**src/rtl/step_if.sv**
```systemverilog
// rtl/step_if.sv - step_fsm command/handshake bundle; o_timeout present only with STEP_TIMEOUT_EN
`ifndef UART_BITS
`define UART_BITS 8
`endif
`ifndef PROC_BITS
`define PROC_BITS 32
`endif
`ifndef CLK_COUNTER_BITS
`define CLK_COUNTER_BITS 16
`endif

interface step_if #(
    parameter int UART_BITS        = `UART_BITS,
    parameter int PROC_BITS        = `PROC_BITS,
    parameter int CLK_COUNTER_BITS = `CLK_COUNTER_BITS
);
    logic                        i_start;
    logic [UART_BITS-1:0]        i_rx_data;
    logic                        i_rx_done;
    logic                        i_send_done;
    logic [PROC_BITS-1:0]        i_instruction;
    logic                        o_enable;
    logic                        o_send_start;
    logic [CLK_COUNTER_BITS-1:0] o_clk_count;
    logic [CLK_COUNTER_BITS-1:0] o_step_count;
    logic                        o_done;
`ifdef STEP_TIMEOUT_EN
    logic                        o_timeout;
`endif

    modport master (
        output i_start, i_rx_data, i_rx_done, i_send_done, i_instruction,
`ifdef STEP_TIMEOUT_EN
        input  o_timeout,
`endif
        input  o_enable, o_send_start, o_clk_count, o_step_count, o_done
    );

    modport slave (
        input  i_start, i_rx_data, i_rx_done, i_send_done, i_instruction,
`ifdef STEP_TIMEOUT_EN
        output o_timeout,
`endif
        output o_enable, o_send_start, o_clk_count, o_step_count, o_done
    );
endinterface

```
**src/rtl/step_fsm.sv**
```systemverilog
// rtl/step_fsm.sv - single-step debug controller; STEP_TIMEOUT_EN adds a WAIT_SEND watchdog
`ifndef UART_BITS
`define UART_BITS 8
`endif
`ifndef PROC_BITS
`define PROC_BITS 32
`endif
`ifndef CLK_COUNTER_BITS
`define CLK_COUNTER_BITS 16
`endif

module step_fsm #(
    parameter int                   UART_BITS        = `UART_BITS,
    parameter int                   PROC_BITS        = `PROC_BITS,
    parameter int                   CLK_COUNTER_BITS = `CLK_COUNTER_BITS,
    parameter logic [UART_BITS-1:0] STEP_CMD         = 8'h73,
    parameter logic [UART_BITS-1:0] EXIT_CMD         = 8'h65,
    parameter int                   HALT_DRAIN       = 3,
    parameter logic [15:0]          SEND_TIMEOUT     = 16'hFFFF
) (
    input logic clk,
    input logic rst,
    step_if.slave bus
);
    typedef enum logic [2:0] {
        IDLE, WAIT_CMD, STEP, SEND_DATA, WAIT_SEND, FINISH
    } state_t;

    localparam logic [2:0] HALT_MAX = 3'(HALT_DRAIN);

    state_t                      state, next_state;
    logic [2:0]                  halt_cnt;
    logic [CLK_COUNTER_BITS-1:0] clk_cnt, step_cnt;
    logic                        enable_r, send_start_r, done_r;
    logic                        wd_expired;

`ifdef STEP_TIMEOUT_EN
    logic [15:0] wd_cnt;
    logic        timeout_r;
    assign wd_expired    = (wd_cnt + 16'd1) == SEND_TIMEOUT;
    assign bus.o_timeout = timeout_r;
`else
    assign wd_expired = 1'b0;
`endif

    always_comb begin
        next_state = state;
        case (state)
            IDLE:      if (bus.i_start) next_state = WAIT_CMD;
            WAIT_CMD: begin
                if (bus.i_rx_done) begin
                    if (bus.i_rx_data == STEP_CMD)      next_state = STEP;
                    else if (bus.i_rx_data == EXIT_CMD) next_state = FINISH;
                end
            end
            STEP:      next_state = SEND_DATA;
            SEND_DATA: next_state = WAIT_SEND;
            WAIT_SEND: begin
                if (bus.i_send_done) next_state = (halt_cnt == HALT_MAX) ? FINISH : WAIT_CMD;
                else if (wd_expired) next_state = FINISH;
            end
            FINISH:    next_state = IDLE;
            default:   next_state = IDLE;
        endcase
        if (!rst) next_state = IDLE;
    end

    // Outputs are registered from next_state so each one is a clean Moore decode of state.
    always_ff @(posedge clk) begin
        state        <= next_state;
        enable_r     <= (next_state == STEP);
        send_start_r <= (next_state == SEND_DATA);
        done_r       <= (next_state == FINISH);
        if (next_state == IDLE) begin
            clk_cnt  <= '0;
            step_cnt <= '0;
            halt_cnt <= '0;
        end else if (state == STEP) begin
            clk_cnt  <= clk_cnt + 1'b1;
            step_cnt <= step_cnt + 1'b1;
            if (bus.i_instruction == {PROC_BITS{1'b1}}) begin
                if (halt_cnt != HALT_MAX) halt_cnt <= halt_cnt + 3'd1;
            end else begin
                halt_cnt <= '0;
            end
        end
`ifdef STEP_TIMEOUT_EN
        if (!rst || state != WAIT_SEND) wd_cnt <= '0;
        else                            wd_cnt <= wd_cnt + 16'd1;
        timeout_r <= (state == WAIT_SEND) && (next_state == FINISH) && !bus.i_send_done;
`endif
    end

    assign bus.o_enable     = enable_r;
    assign bus.o_send_start = send_start_r;
    assign bus.o_done       = done_r;
    assign bus.o_clk_count  = clk_cnt;
    assign bus.o_step_count = step_cnt;
endmodule

```
**src/flat_wrapper.sv**
```systemverilog
// flat-port wrapper written by rule: the top's interface ports become plain ports
module step_fsm_flat 
#(
    parameter int                   UART_BITS        = `UART_BITS,
    parameter int                   PROC_BITS        = `PROC_BITS,
    parameter int                   CLK_COUNTER_BITS = `CLK_COUNTER_BITS,
    parameter logic [UART_BITS-1:0] STEP_CMD         = 8'h73,
    parameter logic [UART_BITS-1:0] EXIT_CMD         = 8'h65,
    parameter int                   HALT_DRAIN       = 3,
    parameter logic [15:0]          SEND_TIMEOUT     = 16'hFFFF
)
  (clk, rst, bus_i_start, bus_i_rx_data, bus_i_rx_done, bus_i_send_done, bus_i_instruction, bus_o_enable, bus_o_send_start, bus_o_clk_count, bus_o_step_count, bus_o_done);
  step_if #(.UART_BITS(UART_BITS), .PROC_BITS(PROC_BITS), .CLK_COUNTER_BITS(CLK_COUNTER_BITS)) bus_i ();
  input logic clk;
  input logic rst;
  input wire logic [$bits(bus_i.i_start)-1:0] bus_i_start;
  input wire logic [$bits(bus_i.i_rx_data)-1:0] bus_i_rx_data;
  input wire logic [$bits(bus_i.i_rx_done)-1:0] bus_i_rx_done;
  input wire logic [$bits(bus_i.i_send_done)-1:0] bus_i_send_done;
  input wire logic [$bits(bus_i.i_instruction)-1:0] bus_i_instruction;
  output wire logic [$bits(bus_i.o_enable)-1:0] bus_o_enable;
  output wire logic [$bits(bus_i.o_send_start)-1:0] bus_o_send_start;
  output wire logic [$bits(bus_i.o_clk_count)-1:0] bus_o_clk_count;
  output wire logic [$bits(bus_i.o_step_count)-1:0] bus_o_step_count;
  output wire logic [$bits(bus_i.o_done)-1:0] bus_o_done;
  assign bus_i.i_start = bus_i_start;
  assign bus_i.i_rx_data = bus_i_rx_data;
  assign bus_i.i_rx_done = bus_i_rx_done;
  assign bus_i.i_send_done = bus_i_send_done;
  assign bus_i.i_instruction = bus_i_instruction;
  assign bus_o_enable = bus_i.o_enable;
  assign bus_o_send_start = bus_i.o_send_start;
  assign bus_o_clk_count = bus_i.o_clk_count;
  assign bus_o_step_count = bus_i.o_step_count;
  assign bus_o_done = bus_i.o_done;
  step_fsm #(.UART_BITS(UART_BITS), .PROC_BITS(PROC_BITS), .CLK_COUNTER_BITS(CLK_COUNTER_BITS), .STEP_CMD(STEP_CMD), .EXIT_CMD(EXIT_CMD), .HALT_DRAIN(HALT_DRAIN), .SEND_TIMEOUT(SEND_TIMEOUT)) u_core (.clk(clk), .rst(rst), .bus(bus_i));
endmodule
```
**config.mk**
```make
export PLATFORM = sky130hd
export DESIGN_NAME = step_fsm_flat
export DESIGN_NICKNAME = d
export VERILOG_FILES = /design/src/rtl/step_if.sv /design/src/rtl/step_fsm.sv /design/src/flat_wrapper.sv
export SDC_FILE = /design/constraint.sdc
export NUM_CORES = 1
export LEC_CHECK = 0
export ABC_AREA = 1
export BUFFER_PORTS_ARGS = -buffer_cell sky130_fd_sc_hd__buf_2
export CORE_UTILIZATION = 34
export DETAILED_ROUTE_END_ITERATION = 10
export MAX_ROUTING_LAYER = met4
export PLACE_DENSITY = 0.67
export SETUP_SLACK_MARGIN = 0.2
export SYNTH_ARGS = -nofsm -noshare
export SYNTH_HDL_FRONTEND = slang
export SYNTH_SLANG_ARGS = --single-unit
export TNS_END_PERCENT = 20
```
**constraint.sdc**
```tcl
create_clock -name clk -period 3.7 [get_ports clk]
set_clock_uncertainty 0.05 [all_clocks]
set_input_delay 0.185 -clock clk [delete_from_list [all_inputs] [get_ports clk]]
set_output_delay 0.185 -clock clk [all_outputs]
set_load 0.1 [all_outputs]
```
==> results of run 1 <==
==> cells by family (layout without fill, tap and decap cells) <==
| logic type | after synthesis | count (layout) | synth area share |
|---|---|---|---|
| AO/OA/AOI/OAI | 8 | 8 | 0.02190 |
| XOR/XNOR | 20 | 20 | 0.07478 |
| adder cells (fa/ha/maj) | 4 | 4 | 0.02137 |
| buffers and inverters | 55 | 137 | 0.1042 |
| flip-flops | 41 | 41 | 0.3504 |
| AND/OR/NAND/NOR | 208 | 208 | 0.4274 |
==> area by class of cell <==
cell class | instances | area, um^2
clock inverter | 3 | 17.52
clock buffer | 5 | 68.82
fill | 679 | 3631
timing repair buffer | 79 | 395.4
multi-input combinational | 240 | 1277
inverter | 50 | 187.7
tap | 77 | 96.34
sequential | 41 | 820.8
==> synth_stat cells <==
cell                      count
sky130_fd_sc_hd__nand2_1     88
sky130_fd_sc_hd__inv_1       49
sky130_fd_sc_hd__nor2_1      44
sky130_fd_sc_hd__dfxtp_1     41
sky130_fd_sc_hd__nor2_2      26
sky130_fd_sc_hd__nand3_1     23
sky130_fd_sc_hd__xor2_1      16
sky130_fd_sc_hd__nor3_1       9
sky130_fd_sc_hd__buf_6        5
sky130_fd_sc_hd__o21ai_0      5
sky130_fd_sc_hd__ha_1         4
sky130_fd_sc_hd__nand2_2      4
sky130_fd_sc_hd__nor3_2       4
sky130_fd_sc_hd__xnor2_1      4
sky130_fd_sc_hd__nand3_2      3
sky130_fd_sc_hd__nand4_1      3
sky130_fd_sc_hd__nor2_8       2
sky130_fd_sc_hd__a21oi_1      1
sky130_fd_sc_hd__a21oi_4      1
sky130_fd_sc_hd__inv_2        1
sky130_fd_sc_hd__nand3_4      1
sky130_fd_sc_hd__nor2_4       1
sky130_fd_sc_hd__o21ai_1      1
==> flip-flops by register name, summed over array words and instances, names as in the netlist <==
name	count
u_core.bus.o_send_start	1
u_core.bus.o_clk_count	16
u_core.state	3
u_core.bus.o_step_count	16
u_core.bus.o_enable	1
u_core.bus.o_done	1
u_core.halt_cnt	3
==> cells in the final DEF, fill, tap and decap left out <==
cell,count
sky130_fd_sc_hd__nand3_1,23
sky130_fd_sc_hd__xnor2_1,4
sky130_fd_sc_hd__inv_1,49
sky130_fd_sc_hd__nor3_2,4
sky130_fd_sc_hd__a21oi_1,1
sky130_fd_sc_hd__dfxtp_1,41
sky130_fd_sc_hd__nand3_4,1
sky130_fd_sc_hd__nand4_1,3
sky130_fd_sc_hd__nor2_4,1
sky130_fd_sc_hd__buf_2,79
sky130_fd_sc_hd__nor3_1,9
sky130_fd_sc_hd__inv_2,1
sky130_fd_sc_hd__o21ai_0,5
sky130_fd_sc_hd__xor2_1,16
sky130_fd_sc_hd__nor2_1,44
sky130_fd_sc_hd__nor2_8,2
sky130_fd_sc_hd__ha_1,4
sky130_fd_sc_hd__nand3_2,3
sky130_fd_sc_hd__a21oi_4,1
sky130_fd_sc_hd__clkinv_2,2
sky130_fd_sc_hd__o21ai_1,1
sky130_fd_sc_hd__nand2_2,4
sky130_fd_sc_hd__nor2_2,26
sky130_fd_sc_hd__clkinvlp_4,1
sky130_fd_sc_hd__clkbuf_8,5
sky130_fd_sc_hd__nand2_1,88
==> critical path, delay by kind of cell, from the launching register on <==
kind          cells  cell delay [ns]
simple gates      7             1.36
flops             1             0.39
==> where the power goes <==
part / internal, mW / switching (mW)
Combinational: 0.0263 / 0.0332
Sequential: 0.442 / 0.00108
Clock: 0.130 / 0.158
Total: 0.598 / 0.192
==> worst min path at each step <==
stage               startpoint                         to  slack, ns
floorplan                  rst  u_core.bus.o_done$_DFF_P_       0.28
global placement           rst  u_core.bus.o_done$_DFF_P_       0.45
detailed placement         rst  u_core.bus.o_done$_DFF_P_       0.45
CTS                        rst  u_core.bus.o_done$_DFF_P_       0.14
global route               rst  u_core.bus.o_done$_DFF_P_       0.16
finish                     rst  u_core.bus.o_done$_DFF_P_       0.14
==> metrics by stage <==
| stage | total power [mW] | setup slack, ns |
|---|---|---|
| 3_3_place_gp | 0.5124 | 1.831 |
| 3_5_place_dp | 0.5137 | 1.733 |
| 4_1_cts | 0.7998 | 1.730 |
| 2_1_floorplan | 0.4904 | 1.510 |
| 6_report | 0.7901 | 1.755 |
| 5_1_grt | 0.8278 | 1.557 |
==> routing by layer <==
layer,GRT usage,vias up
met2,0.2639,49
met3,0.03016,7
met4,0.03236,0
li1,-,1184
met5,-,-
met1,0.1782,962
==> results list, run 1 <==
- Share of the clock period used by the worst path: 0.5257
- In the final timing run, aggregate negative setup slack is 0 ns.
- The clock reaches the later pin of the worst-skew pair after roughly 0.3 ns.
- Type of origin of the critical path: flip-flop
* Detailed route wirelength on metal2: ~2.3 mm
- The wire-length estimate of the detail-placed layout is roughly 3.8 mm.
- The share of synthesized area in the top cell type comes to 0.3504.
- For this run, the total global-route usage over all layers was measured as 0.1506.
* Post-synthesis instance area: 2342 um^2
- CORE AREA: between 6000 and 7000 um^2
- Worst vdd rail ir drop: 0.1220 mV
- Worst slack on hold paths: ~0.14 ns
- Rows: 29
* Die Ht: 85 um
- Number of antenna diodes: 0
- Placed Area: 2778 um^2
* Maximum clock path buffer count: 2
- Max transition margin: 0.5842
* Worst Tran Pin Value: 0.6237 ns
* Total count of max-transition violations in the final report: 0
- Hold buffers post-CTS: 0
* Wire length of the first global-routing pass: between 8 and 9 mm
- For this run, the post-layout net count is 466.
- The worst setup path is captured at a flip-flop.
* Start of the worst register-to-register path: u_core.state[0]$_DFF_P_
- Depth of the worst hold-timing path: 3
- Cell chain of the critical path: nor2_2, nand2_2, nand2_1, nand2_1, nand2_2, nor2_8, nor2_1
- Highest fanout seen on the critical path: 34
* Number of routed nets with antenna violations: 0
- CTS sink count: between 40 and 50
- Summed over all layers, the global routing overflow is 0.
- The cell sitting at the root of the clock tree is a sky130_fd_sc_hd__clkbuf_8.
- Met3 layer wire length in the routed design: about 220 um
* Destination of the worst register-to-register timing path: u_core.bus.o_step_count[11]$_SDFFE_PN0P_
- The average instance in the mapped netlist occupies approximately 7 um^2.
* TritonCTS clock tree: yes
* Shortest period the worst path allows: about 1.9 ns
- Hold Vio Cnt, Final: 0
- In this run the tool buffered the top-level ports with 79 buffer cells.
- The number of antenna violations at the first check in global routing came to 0.
* Final cell area excluding filler cells: around 2900 um^2
- Post-cts sizing count: 0
- Synthesis produced a netlist with a net count of around 390.
- In this run the number of H-tree levels came out at 2.
* Cell with the largest stage delay on the worst path: sky130_fd_sc_hd__nor2_8
* P per Cell Area: between 200 and 300 nW/um^2
* Data arrival, critical path: just over 2 ns
- Setup repair after global routing left no endpoint under its margin.
- In this run the static leakage power is ~1.3 nW.
- After clock tree synthesis, the clock-pin slew on the worst setup and hold paths is ~0.080 ns.
* Highest Signal Layer: met4
* Post-detailed-route DRC marker count: 0
* Die area: just over 7000 um^2
- Outcome: finished clean
* Final GP Congestion: roughly 0.77
* # Post-CTS Setup Buffers: 0
- X dimension of the die: 85 um
* Final cell utilization of the core: 0.4410
* Largest cells by area after synthesis: sky130_fd_sc_hd__dfxtp_1, sky130_fd_sc_hd__nand2_1, sky130_fd_sc_hd__inv_1
* Detailed router's first-iteration violation count: 54
* Critical Path RT: between 3 and 4 ns
* Number of warnings printed during yosys synthesis: 0
- Relative to the synthesized area, the layout overhead comes to 22.28%.
- Cell depth of the worst flop-to-flop path: 7
- Dividing the detail-routed via count by the number of cells gives 4.448.
- The finished layout holds a little under 500 standard cells, fillers aside.
- Number of distinct standard cells referenced by the synthesized netlist: 23
- Before antenna repair, the detailed router went through 4 iterations.
- Number of global-route vias before repair: between 2000 and 2500
- Number of flip-flops and latches in the synthesized netlist: just over 40
- Max-cap violation count: 0
- Total instance count after detailed placement: 487
- Setup violations remaining at the end of the flow were counted as 0.
- The number of clock buffers added by TritonCTS is 5.
* Syn Inst Count: 336
* Sequential element share of the synthesized area: 0.3504
- Starting Density: 0.3606
- Entering global routing, the biggest net connects 35 pins.
* Max incr delay on CP: about 0.52 ns
- The critical path ends at u_core.bus.o_step_count[11]$_SDFFE_PN0P_.
- Layout cells sized above 1: 0.3110
- Setup slack of the worst register-to-register path: roughly 1.8 ns
* Max Freq: slightly above 0.5 GHz
- The tightest min-delay check is of the in -> reg type.
- Detailed routing inserted a total of 2202 vias.
- Summed over all layers, the routed wires come to ~4.8 mm.
- Of all cell types, the one taking the most synthesized area is sky130_fd_sc_hd__dfxtp_1.
* Average routed wire per standard cell: between 9 and 10 um
- Worst setup path startpoint: u_core.state[0]$_DFF_P_
- Met1 WL: approximately 2.3 mm
- By startpoint and endpoint, the worst setup path is classified as reg -> reg.
* Ports: 80
(Power assumes the default switching activity.)
==> run 2, diff against run 1 <==
Clock period 3.7 ns to 1.8 ns, I/O delays scaled along.
==> run 2 against run 1 <==
  * Die area unchanged
  * Highest routed layer unchanged
  * Via count up 2.7%
  * Critical path depth up 2
  * Register-to-register slack worse by 1.5 ns
  * Count of clock-buffer cells in the layout up 2
  * Non-clock buffer count up 11
  * Worst setup slack worse by 1.5 ns
  * Sequential power up 99%
==> results list, run 2 (synthesized netlist as in run 1, its figures left out) <==
* Outcome: finished clean
* Detailed router's first-iteration violation count: 66 (+22%)
* Setup TNS: 0 ns (unchanged)
* Commonest non-fill, non-tap cells in the layout: sky130_fd_sc_hd__nand2_1, sky130_fd_sc_hd__buf_2, sky130_fd_sc_hd__inv_1, sky130_fd_sc_hd__nor2_1, sky130_fd_sc_hd__nor2_2
- The die area is 7225 um^2 (unchanged).
- The ratio of routed vias to standard cells was 4.468 (+0.45%).
- Logic gate share of total power: 0.096 (+0.021)
- The detailed-route wire length is 5.352 mm (+11%).
* Layout cells sized above 1: 0.4196 (+0.1086)
- The number of placement rows was 29 (unchanged).
- Total count of max-transition violations in the final report: 0 (unchanged)
* Class of the most critical setup path: reg -> reg
* Pre-CTS setup slack: 0.1377 ns (-1.595 ns)
* CTS sink count: 41 (unchanged)
- Drt pass-1 iters: 4 (unchanged)
- Average routed wire per standard cell: 10.58 um (+8.6%)
- The setup slack of the most critical reg-to-reg path came to 0.21 ns (-1.55 ns).
* Switching share of power: 0.2335 (-0.009435)
* Final GP Congestion: 0.7684 (-0.71%)
* Worst slack on hold paths: 0.04700 ns (-0.09728 ns)
* Start of the worst register-to-register path: u_core.halt_cnt[1]$_SDFFE_PN0P_
- The switching power was 0.3997 mW (+110%).
- Die Ht: 85 um (unchanged)
* Share of the clock period used by the worst path: 0.8839 (+0.3582)
* Number of routed nets with antenna violations: 0 (unchanged)
- The number of cells on the worst hold path is 3 (unchanged).
- The required arrival time at the worst endpoint is 1.93 ns (-1.89 ns).
- Syn-to-layout area delta: 35.15%
- The number of buffers created by CTS was 5 (unchanged).
- The power consumption is 1.711 mW (+120%).
* Clock latency at the later pin of the worst-skew pair: 0.29 ns (about the same)
- Worst Tran Pin Value: 0.5000 ns (-0.1237 ns)
* Total instance count after detailed placement: 491 (+0.82%)
* Setup repair after global routing missed its margin: true
- The startpoint identified for the worst hold timing path is rst.
- CTS Root Buffer Type: sky130_fd_sc_hd__clkbuf_8
* Leakage: 1.406 nW (+9.9%)
* Shortest period the worst path allows: 1.591 ns (-0.3540 ns)
- The global-route total usage across every layer was 0.1603 (+0.009668).
* Max transition margin: 0.6690 (+0.08476)
- The final standard cell utilization of the core was 0.4874 (+0.04643).
- The detailed placement HPWL came to 3.926 mm (+3.1%).
* Count of placed standard cells in the final layout, fillers left out: 506 (+2.2%)
* Maximum clock path buffer count: 2 (unchanged)
- The fmax came to 0.6286 GHz (+22%).
- The final setup slack of the worst path was 0.2091 ns (-1.546 ns).
- The post-detailed-placement cell area was 2903 um^2 (+4.5%).
* Share of total power in sequential cells: 0.516 (-0.044)
- Worst vdd rail ir drop: 0.2317 mV (+90%)
* Number of global-route vias before repair: 2248 (+8.8%)
- Destination of the worst register-to-register timing path: u_core.bus.o_clk_count[8]$_SDFFE_PN0P_
- Cell depth of the worst flop-to-flop path: 9 (+2)
* Maximum number of pins on one net before global-route repair: 25 (-29%)
- Starting Density: 0.3606 (unchanged)
- The total of endpoints with negative setup slack in the final report was 0 (unchanged).
- Data arrival, critical path: 1.72 ns (-0.34 ns)
- STA classifies the critical path endpoint as a flip-flop.
- Wire length of the first global-routing pass: 9.211 mm (+6.8%)
- CORE AREA: 6495 um^2 (unchanged)
- The cell-internal power came to 1.312 mW (+120%).
- Most common cell after layout, fill and taps aside: sky130_fd_sc_hd__nand2_1
- Max-cap violation count: 0 (unchanged)
- The number of antenna violations at the first check in global routing is 0 (unchanged).
- TritonCTS clock tree: yes
- The count of input and output buffers came to 79 (unchanged).
- The remaining design rule violation count was 0 (unchanged).
* Type of origin of the critical path: flip-flop
* CTS H-tree depth: 2 (unchanged)
- The maximum fanout along the worst path came to 6 (-82%).
- Ports: 80 (unchanged)
- P per Cell Area: 540.7 nW/um^2 (+96%)
- X dimension of the die: 85 um (unchanged)
- The number of nets at the end of the flow was 477 (+2.4%).
- Clock transition time at the flip-flop clock pins of the worst setup and hold paths: 0.08 ns (about the same)
- Vias after detailed routing: 2261 (+2.7%)
- The summed area of non-filler cells in the final layout is 3166 um^2 (+11%).
- Number of antenna diodes: 0 (unchanged)
- The global-route congestion overflow total was 0 (unchanged).
* HP Class: in -> reg
* Hold Vio Cnt, Final: 0 (unchanged)
- The worst hold path terminates at u_core.bus.o_done$_DFF_P_.
- The part of the power in the clock network came to 0.388 (+0.024).
-- run 2: cell types whose count changed in the layout (fill, tap and decap cells not counted), moves of 2 or more --
| cell | previous run | this run |
|---|---|---|
| sky130_fd_sc_hd__o21ai_0 | 5 | 3 |
| sky130_fd_sc_hd__nor2_1 | 44 | 39 |
| sky130_fd_sc_hd__dfxtp_2 | 0 | 14 |
| sky130_fd_sc_hd__buf_4 | 0 | 5 |
| sky130_fd_sc_hd__dfxtp_4 | 0 | 18 |
| sky130_fd_sc_hd__o21ai_1 | 1 | 3 |
| sky130_fd_sc_hd__buf_6 | 0 | 2 |
| sky130_fd_sc_hd__nor2_2 | 26 | 31 |
| sky130_fd_sc_hd__clkbuf_16 | 0 | 2 |
| sky130_fd_sc_hd__ha_4 | 0 | 2 |
| sky130_fd_sc_hd__clkbuf_8 | 5 | 7 |
| sky130_fd_sc_hd__dfxtp_1 | 41 | 9 |
| sky130_fd_sc_hd__ha_1 | 4 | 2 |
-- run 2: worst max-delay path, stage by stage (launching register included) --
cell	delay [ns]
sky130_fd_sc_hd__dfxtp_2	0.34
sky130_fd_sc_hd__ha_4	0.16
sky130_fd_sc_hd__ha_4	0.16
sky130_fd_sc_hd__nor2_2	0.07
sky130_fd_sc_hd__o21ai_1	0.06
sky130_fd_sc_hd__inv_1	0.11
sky130_fd_sc_hd__a21oi_4	0.09
sky130_fd_sc_hd__nor2_8	0.21
sky130_fd_sc_hd__clkbuf_16	0.20
sky130_fd_sc_hd__nor2_2	0.03
-- run 2: worst max path at each step --
stage                                             start  cells past startpoint                                        to
2_1_floorplan  u_core.bus.o_step_count[14]$_SDFFE_PN0P_                      5  u_core.bus.o_step_count[15]$_SDFFE_PN0P_
3_5_place_dp            u_core.halt_cnt[0]$_SDFFE_PN0P_                      9   u_core.bus.o_clk_count[13]$_SDFFE_PN0P_
5_1_grt                 u_core.halt_cnt[1]$_SDFFE_PN0P_                      9    u_core.bus.o_clk_count[8]$_SDFFE_PN0P_
3_3_place_gp            u_core.halt_cnt[0]$_SDFFE_PN0P_                      9   u_core.bus.o_clk_count[13]$_SDFFE_PN0P_
4_1_cts                 u_core.halt_cnt[0]$_SDFFE_PN0P_                      9  u_core.bus.o_step_count[11]$_SDFFE_PN0P_
6_report                u_core.halt_cnt[1]$_SDFFE_PN0P_                      9    u_core.bus.o_clk_count[8]$_SDFFE_PN0P_
-- run 2: timing repair --
action	4_1_cts	5_1_grt
hold buffers	0	0
gates cloned	0	3
endpoints found under the setup margin	34	35
buffers inserted	1	3
pin swaps	1	7
gates resized for setup	2	19
-- run 2: power by group through the flow --
stage / Clock [mW] / Combinational [mW] / Sequential (mW)
2_1_floorplan: 0 / 0.0764 / 0.904
3_3_place_gp: 0 / 0.133 / 0.904
3_5_place_dp: 0 / 0.136 / 0.904
4_1_cts: 0.690 / 0.138 / 0.883
5_1_grt: 0.727 / 0.184 / 0.883
6_report: 0.664 / 0.165 / 0.883
-- run 2: area by class of cell --
type	count	area [um^2]
fillers	640	3329
multi-input cells	240	1329
flip-flops and latches	41	905.9
repair buffers	90	540.5
inverters	50	192.7
clock buffers	7	96.34
well taps	77	96.34
clock inverters	1	5.005
-- run 2: layer usage --
metal | track usage | vias to the layer above | share of wire
li1 | - | 1207 | -
met1 | 0.1784 | 1008 | 0.46
met2 | 0.2845 | 42 | 0.50
met3 | 0.03794 | 4 | 0.037
met4 | 0.04622 | 0 | 0.0032
met5 | - | - | 0
==> run 3, diff against run 2 <==
Settings changed: ABC_AREA 1 to 0, CTS_BUF_LIST set to sky130_fd_sc_hd__clkbuf_8, PLACE_DENSITY 0.67 to 0.68.
==> run 3 against run 2 <==
  * Cell count down 23%
  * Count of clock-buffer cells in the layout down 1
  * Critical path type unchanged
  * Global-route usage up 0.32 points
  * Register-to-register slack worse by 0.32 ns
  * The run now ends with negative setup slack left
==> results list, run 3 <==
* Depth of the worst hold-timing path: 3 (unchanged)
* Post-synthesis instance area: 2043 um^2 (-13%)
- The global-route wire length before repair came to 7.852 mm (-15%).
* Endpoints failing setup: 36 (+36)
* Switching share of power: 0.2277 (-0.005861)
* CTS H-tree depth: 2 (unchanged)
* Worst slack on hold paths: 0.09409 ns (+0.04709 ns)
- The arrival time reported for the critical path endpoint was 2.09 ns (+0.37 ns).
- Average routed wire per standard cell: 11.51 um (+8.8%)
* Capturing element type of the critical path: flip-flop
- The detailed-route wire length came to 4.487 mm (-16%).
- The post-cts hold buffer count was 0 (unchanged).
* Max Freq: 0.5243 GHz (-17%)
- The starting density of the core came to 0.3622 (+0.001541).
- The leakage power was 1.123 nW (-20%).
* CTS Root Buffer Type: sky130_fd_sc_hd__clkbuf_8
- Synth Area per Inst: 9.287 um^2 (+33%)
* Net Count, Synth: 269 (-30%)
- Syn Inst Count: 220 (-35%)
- Internal cell power: 1.262 mW (-3.8%)
- The clock-pin transition on the worst setup and hold timing paths was 0.08 ns (about the same).
* Number of antenna diodes: 0 (unchanged)
- Leaving out fill and tap cells, the most frequent cell in the layout is sky130_fd_sc_hd__buf_2.
* Die Ht: 79.52 um (-6.4%)
* Share of the clock period used by the worst path: 1.060 (+0.1757)
- Clock latency at the later pin of the worst-skew pair: 0.30 ns (about the same)
- The share of power burned in combinational logic is 0.077 (-0.019).
- The warning count from the yosys run is 0 (unchanged).
- The checks that failed: negative setup slack.
* Final cell area excluding filler cells: 2775 um^2 (-12%)
* Ports: 80 (unchanged)
- TritonCTS buffer count: 5 (unchanged)
* Hpwl dp: 3.530 mm (-10%)
* Endpoint, Worst Hold: u_core.state[2]$_DFF_P_
- Count leader, synth: sky130_fd_sc_hd__dfxtp_1
* Number of routed nets with antenna violations: 0 (unchanged)
- Layout cells sized above 1: 0.5472 (+0.1276)
* Number of synthesized flops with an enable pin: 0 (unchanged)
- TritonCTS clock tree: yes
- The largest net degree at the start of global routing was 17 (-32%).
- The final setup slack of the worst path was -0.1073 ns (-0.3163 ns).
- Class of the most critical setup path: reg -> reg
* Top cell types by occurrence after synthesis: sky130_fd_sc_hd__dfxtp_1, sky130_fd_sc_hd__nor2_2, sky130_fd_sc_hd__nand2_1
- X dimension of the die: 79.52 um (-6.4%)
- The detailed-router iteration count before antenna repair came to 4 (unchanged).
- Outcome: finished with violations
- The die area is 6323 um^2 (-12%).
* Max transition margin: 0.6667 (-0.002316)
- The count of input and output buffers is 79 (unchanged).
- Type of origin of the critical path: flip-flop
- Ranked by total cell area, the synthesized netlist is headed by sky130_fd_sc_hd__dfxtp_1, sky130_fd_sc_hd__nor2_2, sky130_fd_sc_hd__xnor2_1.
* Worst vdd rail ir drop: 0.3116 mV (+34%)
- Commonest non-fill, non-tap cells in the layout: sky130_fd_sc_hd__buf_2, sky130_fd_sc_hd__nor2_2, sky130_fd_sc_hd__dfxtp_2, sky130_fd_sc_hd__nand2_1
- Max-cap violation count: 0 (unchanged)
- The global-route congestion overflow total is 0 (unchanged).
- Compared with the post-synthesis result, the final layout area differs by 35.82%.
- The weighted congestion reported at the end of routability-driven placement came to 0.8020 (+4.4%).
- The post-detailed-placement cell area came to 2660 um^2 (-8.4%).
- Pre-CTS setup slack: -0.1375 ns (-0.2752 ns)
- Highest fanout seen on the critical path: 4 (-2)
- Vias after detailed routing: 1828 (-19%)
* Vias per std cell: 4.687 (+4.9%)
- Worst Tran Pin Value: 0.5035 ns (+0.003499 ns)
- The total power divided by cell area is 588.7 nW/um^2 (+8.9%).
* Post-detailed-route DRC marker count: 0 (unchanged)
- Critical Path RT: 1.98 ns (+0.05 ns)
- The fill cell instance count of the final layout came to 555 (-13%).
* Initial antenna violation count: 0 (unchanged)
- Overall track demand over capacity in global routing: 0.1634 (+0.003174)
- Number of nets in the final layout: 366 (-23%)
* Setup repair after global routing missed its margin: true
* Main synth FF type: sky130_fd_sc_hd__dfxtp_1
* CORE AREA: 5642 um^2 (-13%)
* Cell depth of the worst flop-to-flop path: 6 (-3)
* NetSw: 0.3719 mW (-6.9%)
* CTS sink count: 41 (unchanged)
- The count of different cell masters after synthesis is 41 (+78%).
- Clock network fraction of total power: 0.373 (-0.015)
- Share of synthesized flip-flops with an asynchronous set or reset: 0 (unchanged)
- The setup slack of the most critical reg-to-reg path came to -0.11 ns (-0.32 ns).
- Share of total power in sequential cells: 0.550 (+0.034)
- The tightest min-delay check is of the in -> reg type.
- The worst hold path begins at bus_i_rx_data[1].
- Rows: 27 (-6.9%)
- The worst register-to-register path begins at u_core.state[1]$_DFF_P_.
- The synthesized design spends more area on one cell type than any other, namely sky130_fd_sc_hd__dfxtp_1.
- Hold Vio Cnt, Final: 0 (unchanged)
- Setup TNS: -2.587 ns (-2.587 ns)
- Share of the synthesized area in the top cell type: 0.4017 (+0.05129)
- Maximum clock path buffer count: 2 (unchanged)
- The number of pins exceeding their max-slew limit in the final report came to 0 (unchanged).
- Destination of the worst register-to-register timing path: u_core.halt_cnt[0]$_SDFFE_PN0P_
- The flop and latch count out of synthesis is 41 (unchanged).
- Shortest period the worst path allows: 1.907 ns (+0.3163 ns)
- The iteration-0 DRC count of the detailed router is 30 (-55%).
- Number of global-route vias before repair: 1799 (-20%)
- Sequential element share of the synthesized area: 0.4017 (+0.05129)
-- run 3: cell types whose count changed in the layout (fill, tap and decap cells not counted), moves of 4 or more --
| cell | previous run | this run |
|---|---|---|
| sky130_fd_sc_hd__nand2_1 | 88 | 19 |
| sky130_fd_sc_hd__inv_1 | 49 | 6 |
| sky130_fd_sc_hd__nor2_1 | 39 | 7 |
| sky130_fd_sc_hd__nand3_1 | 23 | 6 |
| sky130_fd_sc_hd__nand4_1 | 3 | 17 |
| sky130_fd_sc_hd__xnor2_1 | 4 | 17 |
| sky130_fd_sc_hd__buf_4 | 5 | 16 |
| sky130_fd_sc_hd__dfxtp_4 | 18 | 7 |
| sky130_fd_sc_hd__dfxtp_2 | 14 | 20 |
| sky130_fd_sc_hd__dfxtp_1 | 9 | 14 |
| sky130_fd_sc_hd__and2_1 | 0 | 4 |
| sky130_fd_sc_hd__nand2_2 | 4 | 0 |
-- run 3: kinds of logic (layout without fill, tap and decap cells) --
group,Yosys count,in the layout,synth area share
flip-flops,41,41,0.4017
AND/OR/NAND/NOR,119,119,0.3533
buffers and inverters,11,109,0.04409
XOR/XNOR,30,30,0.1286
AO/OA/AOI/OAI,15,15,0.04777
adder cells (fa/ha/maj),4,4,0.02450
-- run 3: worst max-delay path, cell delays in order (launching register included) --
cell	delay, ns
sky130_fd_sc_hd__dfxtp_2	0.33
sky130_fd_sc_hd__or3b_1	0.38
sky130_fd_sc_hd__or4_4	0.50
sky130_fd_sc_hd__a21oi_4	0.21
sky130_fd_sc_hd__nor3_4	0.08
sky130_fd_sc_hd__buf_4	0.15
sky130_fd_sc_hd__a31oi_2	0.13
-- run 3: per-stage QoR --
stage	util	cells	total power [mW]
floorplan	-	220	0.9906
global placement	0.4715	382	1.038
detailed placement	0.4715	382	1.040
CTS	0.4901	390	1.660
global route	0.4919	390	1.709
finish	0.4919	390	1.634
-- run 3: final cells by class --
type                    count  area [um^2]  area share
multi-input cells         168         1166      0.4202
flip-flops and latches     41        872.1      0.3142
well taps                  72        90.09     0.03246
clock buffers               6        82.58     0.02976
inverters                   4        15.01    0.005410
clock inverters             2        7.507    0.002705
repair buffers             97        541.8      0.1952
-- run 3: routing by layer --
| metal | track usage | vias up | part of all wire |
|---|---|---|---|
| li1 | - | 956 | - |
| met1 | 0.1754 | 833 | 0.45 |
| met2 | 0.2803 | 35 | 0.50 |
| met3 | 0.04571 | 4 | 0.042 |
| met4 | 0.07091 | 0 | 0.012 |
| met5 | - | - | 0 |
-- run 3: worst max-delay path by stage --
stage	startpoint	end	slack [ns]	cells after the start
floorplan	u_core.state[2]$_DFF_P_	u_core.bus.o_clk_count[0]$_SDFFE_PN0P_	-0.06	7
global placement	u_core.state[1]$_DFF_P_	u_core.bus.o_clk_count[1]$_SDFFE_PN0P_	-0.09	6
detailed placement	u_core.state[1]$_DFF_P_	u_core.bus.o_clk_count[1]$_SDFFE_PN0P_	-0.14	6
CTS	u_core.state[1]$_DFF_P_	u_core.bus.o_clk_count[1]$_SDFFE_PN0P_	-0.11	6
global route	u_core.state[1]$_DFF_P_	u_core.bus.o_step_count[1]$_SDFFE_PN0P_	-0.16	6
finish	u_core.state[1]$_DFF_P_	u_core.halt_cnt[0]$_SDFFE_PN0P_	-0.11	6
-- run 3: timing repair --
action                     4_1_cts  5_1_grt
buffers inserted                 0        0
gates resized for setup          5        2
setup endpoints to repair       38       39
pin swaps                        1        2
-- run 3: power groups by stage --
stage / combinational [mW] / clock (mW) / sequential [mW]
finish: 0.126 / 0.610 / 0.898
CTS: 0.126 / 0.636 / 0.898
floorplan: 0.0710 / 0 / 0.920
global placement: 0.118 / 0 / 0.919
global route: 0.138 / 0.673 / 0.898
detailed placement: 0.120 / 0 / 0.919
